$ cat src/rtl/divide_sequencer.sv
// divide_sequencer: sequential unsigned restoring divider.
// Produces one quotient bit per clock over n clocks, using a start/ready
// handshake. A zero divisor skips iteration and reports div_zero instead.
module divide_sequencer #(
   parameter int n = 4
) (
   input  logic         clock,
   input  logic         n_reset,
   input  logic         start,
   input  logic [n-1:0] dividend,
   input  logic [n-1:0] divisor,
   output logic [n-1:0] quotient,
   output logic [n-1:0] remainder,
   output logic         ready,
   output logic         busy,
   output logic         div_zero
);

   localparam int CW = $clog2(n);
   localparam logic [CW-1:0] COUNT_INIT = CW'(n - 1);

   typedef enum logic [1:0] {
      IDLE     = 2'd0,
      DIVIDING = 2'd1,
      STOPPED  = 2'd2
   } state_t;

   state_t        state_reg, state_next;
   logic [CW-1:0] count_reg, count_next;
   logic [n:0]    a_reg, a_next;      // partial remainder, one guard bit
   logic [n-1:0]  q_reg, q_next;      // dividend shifting out, quotient shifting in
   logic [n-1:0]  d_reg, d_next;      // divisor latched at acceptance
   logic          dz_reg, dz_next;

   // Shift of {A,Q}; A[n] is always 0 here, so dropping it loses nothing.
   logic [2*n:0]  shifted;
   logic [n:0]    s_hi;
   logic [n-1:0]  s_lo;
   logic [n:0]    trial;

   // Datapath for one restoring step: shift, then trial-subtract the divisor.
   always_comb begin
      shifted = {a_reg, q_reg} << 1;
      s_hi    = shifted[2*n:n];
      s_lo    = shifted[n-1:0];
      trial   = s_hi - {1'b0, d_reg};
   end

   // State and datapath registers, cleared asynchronously.
   always_ff @(posedge clock or negedge n_reset) begin
      if (!n_reset) begin
         state_reg <= IDLE;
         count_reg <= COUNT_INIT;
         a_reg     <= '0;
         q_reg     <= '0;
         d_reg     <= '0;
         dz_reg    <= 1'b0;
      end else begin
         state_reg <= state_next;
         count_reg <= count_next;
         a_reg     <= a_next;
         q_reg     <= q_next;
         d_reg     <= d_next;
         dz_reg    <= dz_next;
      end
   end

   // Next-state and register-update logic; everything holds by default.
   always_comb begin
      state_next = state_reg;
      count_next = count_reg;
      a_next     = a_reg;
      q_next     = q_reg;
      d_next     = d_reg;
      dz_next    = dz_reg;
      case (state_reg)
         IDLE, STOPPED: begin
            if (start) begin
               d_next     = divisor;
               q_next     = dividend;
               a_next     = '0;
               count_next = COUNT_INIT;
               if (divisor != '0) begin
                  dz_next    = 1'b0;
                  state_next = DIVIDING;
               end else begin
                  // Divide by zero: report all-ones quotient, dividend as remainder.
                  dz_next    = 1'b1;
                  q_next     = '1;
                  a_next     = {1'b0, dividend};
                  state_next = STOPPED;
               end
            end
         end
         DIVIDING: begin
            if (!trial[n]) begin
               a_next = trial;
               q_next = s_lo | n'(1);
            end else begin
               a_next = s_hi;
               q_next = s_lo;
            end
            count_next = count_reg - CW'(1);
            if (count_reg == '0) begin
               state_next = STOPPED;
            end
         end
         default: state_next = IDLE;
      endcase
   end

   assign quotient  = q_reg;
   assign remainder = a_reg[n-1:0];
   assign ready     = (state_reg == STOPPED);
   assign busy      = (state_reg == DIVIDING);
   assign div_zero  = dz_reg & ready;

endmodule

$ cat config.mk
export PLATFORM = sky130hd
export DESIGN_NAME = divide_sequencer
export DESIGN_NICKNAME = d
export VERILOG_FILES = /design/src/rtl/divide_sequencer.sv
export SDC_FILE = /design/constraint.sdc
export NUM_CORES = 1
export LEC_CHECK = 0
export CELL_PAD_IN_SITES_DETAIL_PLACEMENT = 2
export CELL_PAD_IN_SITES_GLOBAL_PLACEMENT = 2
export CORE_UTILIZATION = 31
export CTS_CLUSTER_SIZE = 25
export DETAILED_ROUTE_END_ITERATION = 8
export GPL_TIMING_DRIVEN = 1
export PLACE_DENSITY_LB_ADDON = 0.1
export SLEW_MARGIN = 20
export SYNTH_ARGS = -nofsm -noshare
export SYNTH_HDL_FRONTEND = slang
export SYNTH_SLANG_ARGS = --single-unit
$ cat constraint.sdc
create_clock -name clock -period 4.15 [get_ports clock]
set_input_delay 1.0375 -clock clock [delete_from_list [all_inputs] [get_ports clock]]
set_output_delay 1.0375 -clock clock [all_outputs]
set_load 0.02 [all_outputs]
==> results by group, run 1 <==
Run status
  – Status: finished with violations
  – Violated checks: design-rule violations

CTS
  – TritonCTS Buffers: 3
  – Clock transition at the registers of the reported paths: between 100 and 150 ps
  – CTS root buffer: clkbuf_4
  – Clock sinks: 17
  – Setup bufs post-CTS: 0
  – CTS tree: yes
  – Post-CTS sizing: 0
  – Max Root-Sink Buffers: 2
  – H-tree levels: 1
  – Worst-skew pair later-pin latency: 290 ps
  – CTS Hold Buffers Added: 0

Final layout
  – Post-route insts no fill: 158
  – Nets: 145
  – Most frequent cells in the layout: clkdlybuf4s50_1 (21), nand2_1 (16), dfrtp_1 (15)
  – Post-layout util: 43.4%
  – Share of cells above drive strength 1: about a tenth
  – Antenna diodes: 0
  – Area grow syn2layout: 28.4%
  – Final instance area: 1240 um2
  – Commonest non-fill, non-tap cell in the layout: clkdlybuf4s50_1

Timing
  – WHS: 483 ps
  – Minimum clock period: 2850 ps
  – Slew of the pin with the lowest slew margin: 824 ps
  – Slew Limit Fails: 0
  – Clk_skew: approximately 1.6 ps
  – Final Hold Fails: 0
  – Period utilization: 68.7%
  – Achievable Freq: 351 MHz
  – Fin Setup TNS: 0 ps
  – RSZ-0062 raised after global routing: false
  – Rel. slew slack: between 40 and 50%
  – Final setup viols: 0
  – Setup WS post-layout: 1300 ps

Logic synthesis
  – Compound-Gate Fraction of Synth Area: 14.3%
  – Post-Synth XOR/XNOR Area: 3.51%
  – Adder-cell share of the synthesized area: under 10%
  – Sequential area share after synthesis: 44.4%
  – Simple-gate share of the synthesized area: 18.6%
  – Post-synth top area cell: dfrtp_1
  – Top post-synthesis cells by area: dfrtp_1 (39%), ha_1 (6.5%), nand2_1 (6.2%)
  – Syn_nets: 122
  – Total number of yosys warnings: 0
  – Synth Area per Inst: 9.18 um2
  – Cells after synthesis: 105
  – Share of the synthesized area in the top cell type: 39.0%
  – Synthesized flop and latch total: 17
  – Multiplexer share of the synthesized area: under 10%
  – Area of the mapped netlist: 963 um2
  – Yosys cell types: 29
  – Largest family of logic cells by synthesized area: simple AND/OR/NAND/NOR gates

Routing
  – # DRC: 1
  – Starting DRT DRC Count: 15
  – Pre-Repair DR Iteration Count: 5
  – DR vias/cell: about 5.2
  – Antenna viol nets, final: 0
  – WL/cell: around 16 um
  – Final WL: approximately 2500 um
  – Routed via count: 814

Hold path
  – HP Class: flop to flop

Pwr
  – Sequential power share: roughly 28%
  – Power Density: between 900 and 1000 nW/um2
  – Switching part of the total power: 45.0%
  – Design Power: ~1.2 mW
  – Leak: approximately 0.55 nW
  – Psw: 0.522 mW
  – Worst VDD drop: 331 uV
  – Clock Power Share: 8.3%
  – Power Internal: 0.637 mW
  – Comb pwr share: 64.2%

Place
  – Port Buf Inserts: 21
  – Dpl cells: about 150
  – Pre-CTS WS: 1560 ps
  – DP HPWL: 1880 um
  – Placed Area: 1210 um2
  – Final Wtd Congestion: between 0.7 and 0.8

Die
  – Die height: 57.7 um
  – Starting Density: approximately 34%
  – Die width: ~58 um
  – IO Count: 22
  – Core area: 2850 um2
  – Die ar.: around 3300 um2
  – FP Rows: 19

Worst setup path
  – Worst-path maximum fanout: 21
  – Worst EP required: 3110 ps
  – CP max-delay cell: clkdlybuf4s50_1
  – Crit path kind: flop to output port
  – CP cell instances: nor2b_1 -> buf_4 -> clkdlybuf4s50_1
  – Crit path arrival time: 1810 ps
  – Critical Path Max Stage Delay: 640 ps
  – Startpoint Class: flop
  – Worst setup EP type: output port

GRT
  – GRT Total Usage: 18.1%
  – Antenna violations before repair: 0
  – Vias in the first global route: 931
  – Global-route wire length before repair: 4550 um
  – Gr ovfl total: 0
  – Largest net degree at the start of global routing: 22

Flow run
  – Max_cap viols: 0
cells in the mapped netlist:
cell and count:
nand2b_1 3, inv_1 7, a21oi_1 6, a31oi_1 1, a211oi_1 1, a21oi_2 1
xnor2_1 1, o31ai_1 2, nor2b_1 3, clkbuf_1 5, a211oi_2 1, nand3b_1 1
nor3_1 5, mux2_2 2, dfrtp_1 15, ha_1 5, nor4_1 1, xor2_1 1
buf_2 1, a22oi_1 3, nor2_1 7, fa_1 1, nand2_1 16, and2_1 1
nand3_1 2, mux2i_1 3, dfstp_2 2, xor2_2 1, o21ai_0 7
power groups by stage:
stage | clock, mW | sequential, mW | combinational (mW)
floorplan | 0 | 0.358 | 0.476
global placement | 0 | 0.322 | 0.726
detailed placement | 0 | 0.325 | 0.752
CTS | 0.101 | 0.322 | 0.761
global route | 0.107 | 0.332 | 0.840
finish | 0.0964 | 0.319 | 0.744
kinds of logic after synthesis:
| logic type | Yosys count |
|---|---|
| simple gates | 39 |
| compound gates | 22 |
| flops | 17 |
| buf+inv | 13 |
| fa+ha+maj | 6 |
| mux | 5 |
| xor+xnor | 3 |
critical path, delay by kind of cell, from the launching register on:
| kind | cells | cell delay, ps |
|---|---|---|
| buf+inv | 2 | 910 |
| flops | 1 | 420 |
| simple gates | 1 | 180 |
final cells by class:
class                   instances  area (um2)
fillers                       329        1620
multi-input cells              75         485
flip-flops and latches         17         428
repair buffers                 24         233
well taps                      31        38.8
clock buffers                   4        26.3
inverters                       7        26.3
per-layer routing:
metal / wire (um) / up-vias / track usage, %
met5: 0 / - / 0
met4: 17 / 0 / 7.14
met3: 72 / 2 / 2.01
met2: 1160 / 14 / 28.7
met1: 1280 / 400 / 25.5
li1: - / 398 / -
final timing paths:
kind	from	end	slack, ps	depth (start not counted)
min in group asynchronous	n_reset	state_reg[1]	1200	1
max	state_reg[0]	busy	1300	3
max reg2reg	quotient[3]	a_reg[1]	1580	8
min reg2reg	dz_reg	dz_reg	480	2
min	dz_reg	dz_reg	480	2
max in group asynchronous	n_reset	a_reg[0]	2440	1
(Power assumes the default switching activity.)
==> run 2, diff against run 1 <==
--- a/config.mk
+++ b/config.mk
@@ -7,7 +7,7 @@
 export LEC_CHECK = 0
 export CELL_PAD_IN_SITES_DETAIL_PLACEMENT = 2
 export CELL_PAD_IN_SITES_GLOBAL_PLACEMENT = 2
-export CORE_UTILIZATION = 31
+export CORE_UTILIZATION = 29
 export CTS_CLUSTER_SIZE = 25
 export DETAILED_ROUTE_END_ITERATION = 8
 export GPL_TIMING_DRIVEN = 1
==> constraint.sdc (replaced) <==
create_clock -name clock -period 2.67 [get_ports clock]
set_input_delay 0.6675 -clock clock [delete_from_list [all_inputs] [get_ports clock]]
set_output_delay 0.6675 -clock clock [all_outputs]
set_load 0.02 [all_outputs]
==> results by group, run 2 (synthesis gave the netlist of run 1 again) <==
GRT
  – Global-route wire length before repair: 4490 um
  – Met2 Usage GRT: a little over a quarter
  – Vias in the first global route: approximately 890
  – Met1 capacity usage during global routing: around a quarter
  – Largest net degree at the start of global routing: 21
  – Most used routing layer: met2
  – GRT Total Usage: 17.3%
  – Gr ovfl total: 0
  – Antenna violations before repair: 0
  – Met3 GRT Util: ~2.4%

Final layout
  – Commonest non-fill, non-tap cell in the layout: clkdlybuf4s50_1
  – Antenna diodes: 0
  – Post-route insts no fill: ~170
  – # fillers: about 370
  – Nets: about 150
  – Final instance area: between 1000 and 1500 um2
  – Area grow syn2layout: 31.0%
  – Share of cells above drive strength 1: 11.7%
  – Most frequent cells in the layout: clkdlybuf4s50_1 (21), nand2_1 (16), dfrtp_1 (15)

Routing
  – Final WL: 2710 um
  – Pre-Repair DR Iteration Count: 4
  – DR vias/cell: 4.90
  – Starting DRT DRC Count: 33
  – Routed via count: 842
  – Antenna viol nets, final: 0
  – WL/cell: 15.8 um
  – # DRC: 0

Worst setup path
  – Worst-path maximum fanout: 5
  – Worst setup EP type: flop
  – Critical Path Max Stage Delay: 410 ps
  – Crit path kind: flop to flop
  – CP cell instances: inv_1 -> ha_1 -> fa_1 -> nand2b_1 -> a21oi_2 -> xor2_2 -> mux2_2 -> a211oi_1
  – Worst EP required: 2880 ps
  – Crit path arrival time: 2630 ps
  – R2r setup slk: 250 ps
  – Startpoint Class: flop
  – CP max-delay cell: fa_1

Timing
  – Rel. slew slack: about three quarters
  – Slew of the pin with the lowest slew margin: between 300 and 400 ps
  – Achievable Freq: 412 MHz
  – Slew Limit Fails: 0
  – RSZ-0062 raised after global routing: false
  – Period utilization: 90.8%
  – Final setup viols: 0
  – Minimum clock period: 2420 ps
  – Final Hold Fails: 0
  – Clk_skew: 2.27 ps
  – Fin Setup TNS: 0 ps

CTS
  – Post-CTS sizing: 0
  – TritonCTS Buffers: 3
  – Worst-skew pair later-pin latency: around 290 ps
  – H-tree levels: 1
  – Setup bufs post-CTS: 0
  – Clock sinks: 17
  – CTS root buffer: clkbuf_4
  – CTS Hold Buffers Added: 0
  – CTS tree: yes
  – Clock transition at the registers of the reported paths: approximately 110 ps
  – Max Root-Sink Buffers: 2

Die
  – Die ar.: ~3600 um2
  – Die width: 59.6 um
  – Die height: 59.6 um
  – Starting Density: 31.0%
  – IO Count: 22
  – Core area: 3100 um2
  – FP Rows: 20

Pwr
  – Sequential power share: 27.5%
  – Psw: 0.841 mW
  – Design Power: 1.83 mW
  – Power Density: 1450 nW/um2
  – Power Internal: 0.993 mW
  – Switching part of the total power: 45.9%
  – Clock Power Share: 7.8%
  – Leak: 0.558 nW
  – Comb pwr share: ~65%
  – Worst VDD drop: 524 uV

Flow run
  – Max_cap viols: 0

Place
  – DP HPWL: about 2000 um
  – Port Buf Inserts: 21
  – Final Wtd Congestion: ~0.74
  – Dpl cells: 168
  – Placed Area: 1230 um2

Run status
  – Status: finished, final reports clean

Hold path
  – HP Class: flop to flop
-- run 2: changes by cell type in the layout (fill, tap and decap cells not counted) --
cell      change
buf_4         +1
clkbuf_1      -1
clkinv_2      +1
-- run 2: layout make-up --
type	count	area (um2)	area share (%)
multi-input combinational	75	485	38.5
clock inverter	1	5.00	0.396
inverter	7	26.3	2.08
tap	44	55.1	4.36
timing repair buffer	25	240	19.0
sequential	17	428	33.9
clock buffer	3	22.5	1.78
-- run 2: critical path, delay by kind of cell (launching register included) --
family / cells / cell delay (ps)
buffers and inverters: 1 / 60
adder cells (fa/ha/maj): 2 / 630
flip-flops: 1 / 390
AO/OA/AOI/OAI: 2 / 380
XOR/XNOR: 1 / 320
multiplexers: 1 / 380
AND/OR/NAND/NOR: 1 / 180
-- run 2: power groups by stage --
stage               Sequential (mW)  Clock (mW)  Combinational, mW
global placement              0.504           0               1.14
floorplan                     0.556           0              0.740
CTS                           0.506       0.151               1.21
finish                        0.504       0.144               1.19
detailed placement            0.511           0               1.17
global route                  0.523       0.165               1.31
-- run 2: through the flow --
step / hold WS (ps) / worst slack, ps / util, %
finish: 493 / 245 / 40.7
global route: 522 / 122 / 40.7
CTS: 500 / 212 / 40.7
detailed placement: 474 / 269 / 39.8
global placement: 457 / 378 / 39.8
floorplan: 372 / 311 / -
-- run 2: layer usage --
layer,up-vias,routed length (um)
met1,424,1360
met3,2,85
met5,-,0
met2,17,1250
met4,0,17
li1,399,-
-- run 2: worst paths after layout --
| kind | start | to | cells after the start |
|---|---|---|---|
| max | quotient[3] | a_reg[1] | 8 |
| min | dz_reg | dz_reg | 2 |
| max reg2reg | quotient[3] | a_reg[1] | 8 |
| min reg2reg | dz_reg | dz_reg | 2 |
| max in group asynchronous | n_reset | count_reg[1] | 2 |
| min in group asynchronous | n_reset | dz_reg | 2 |
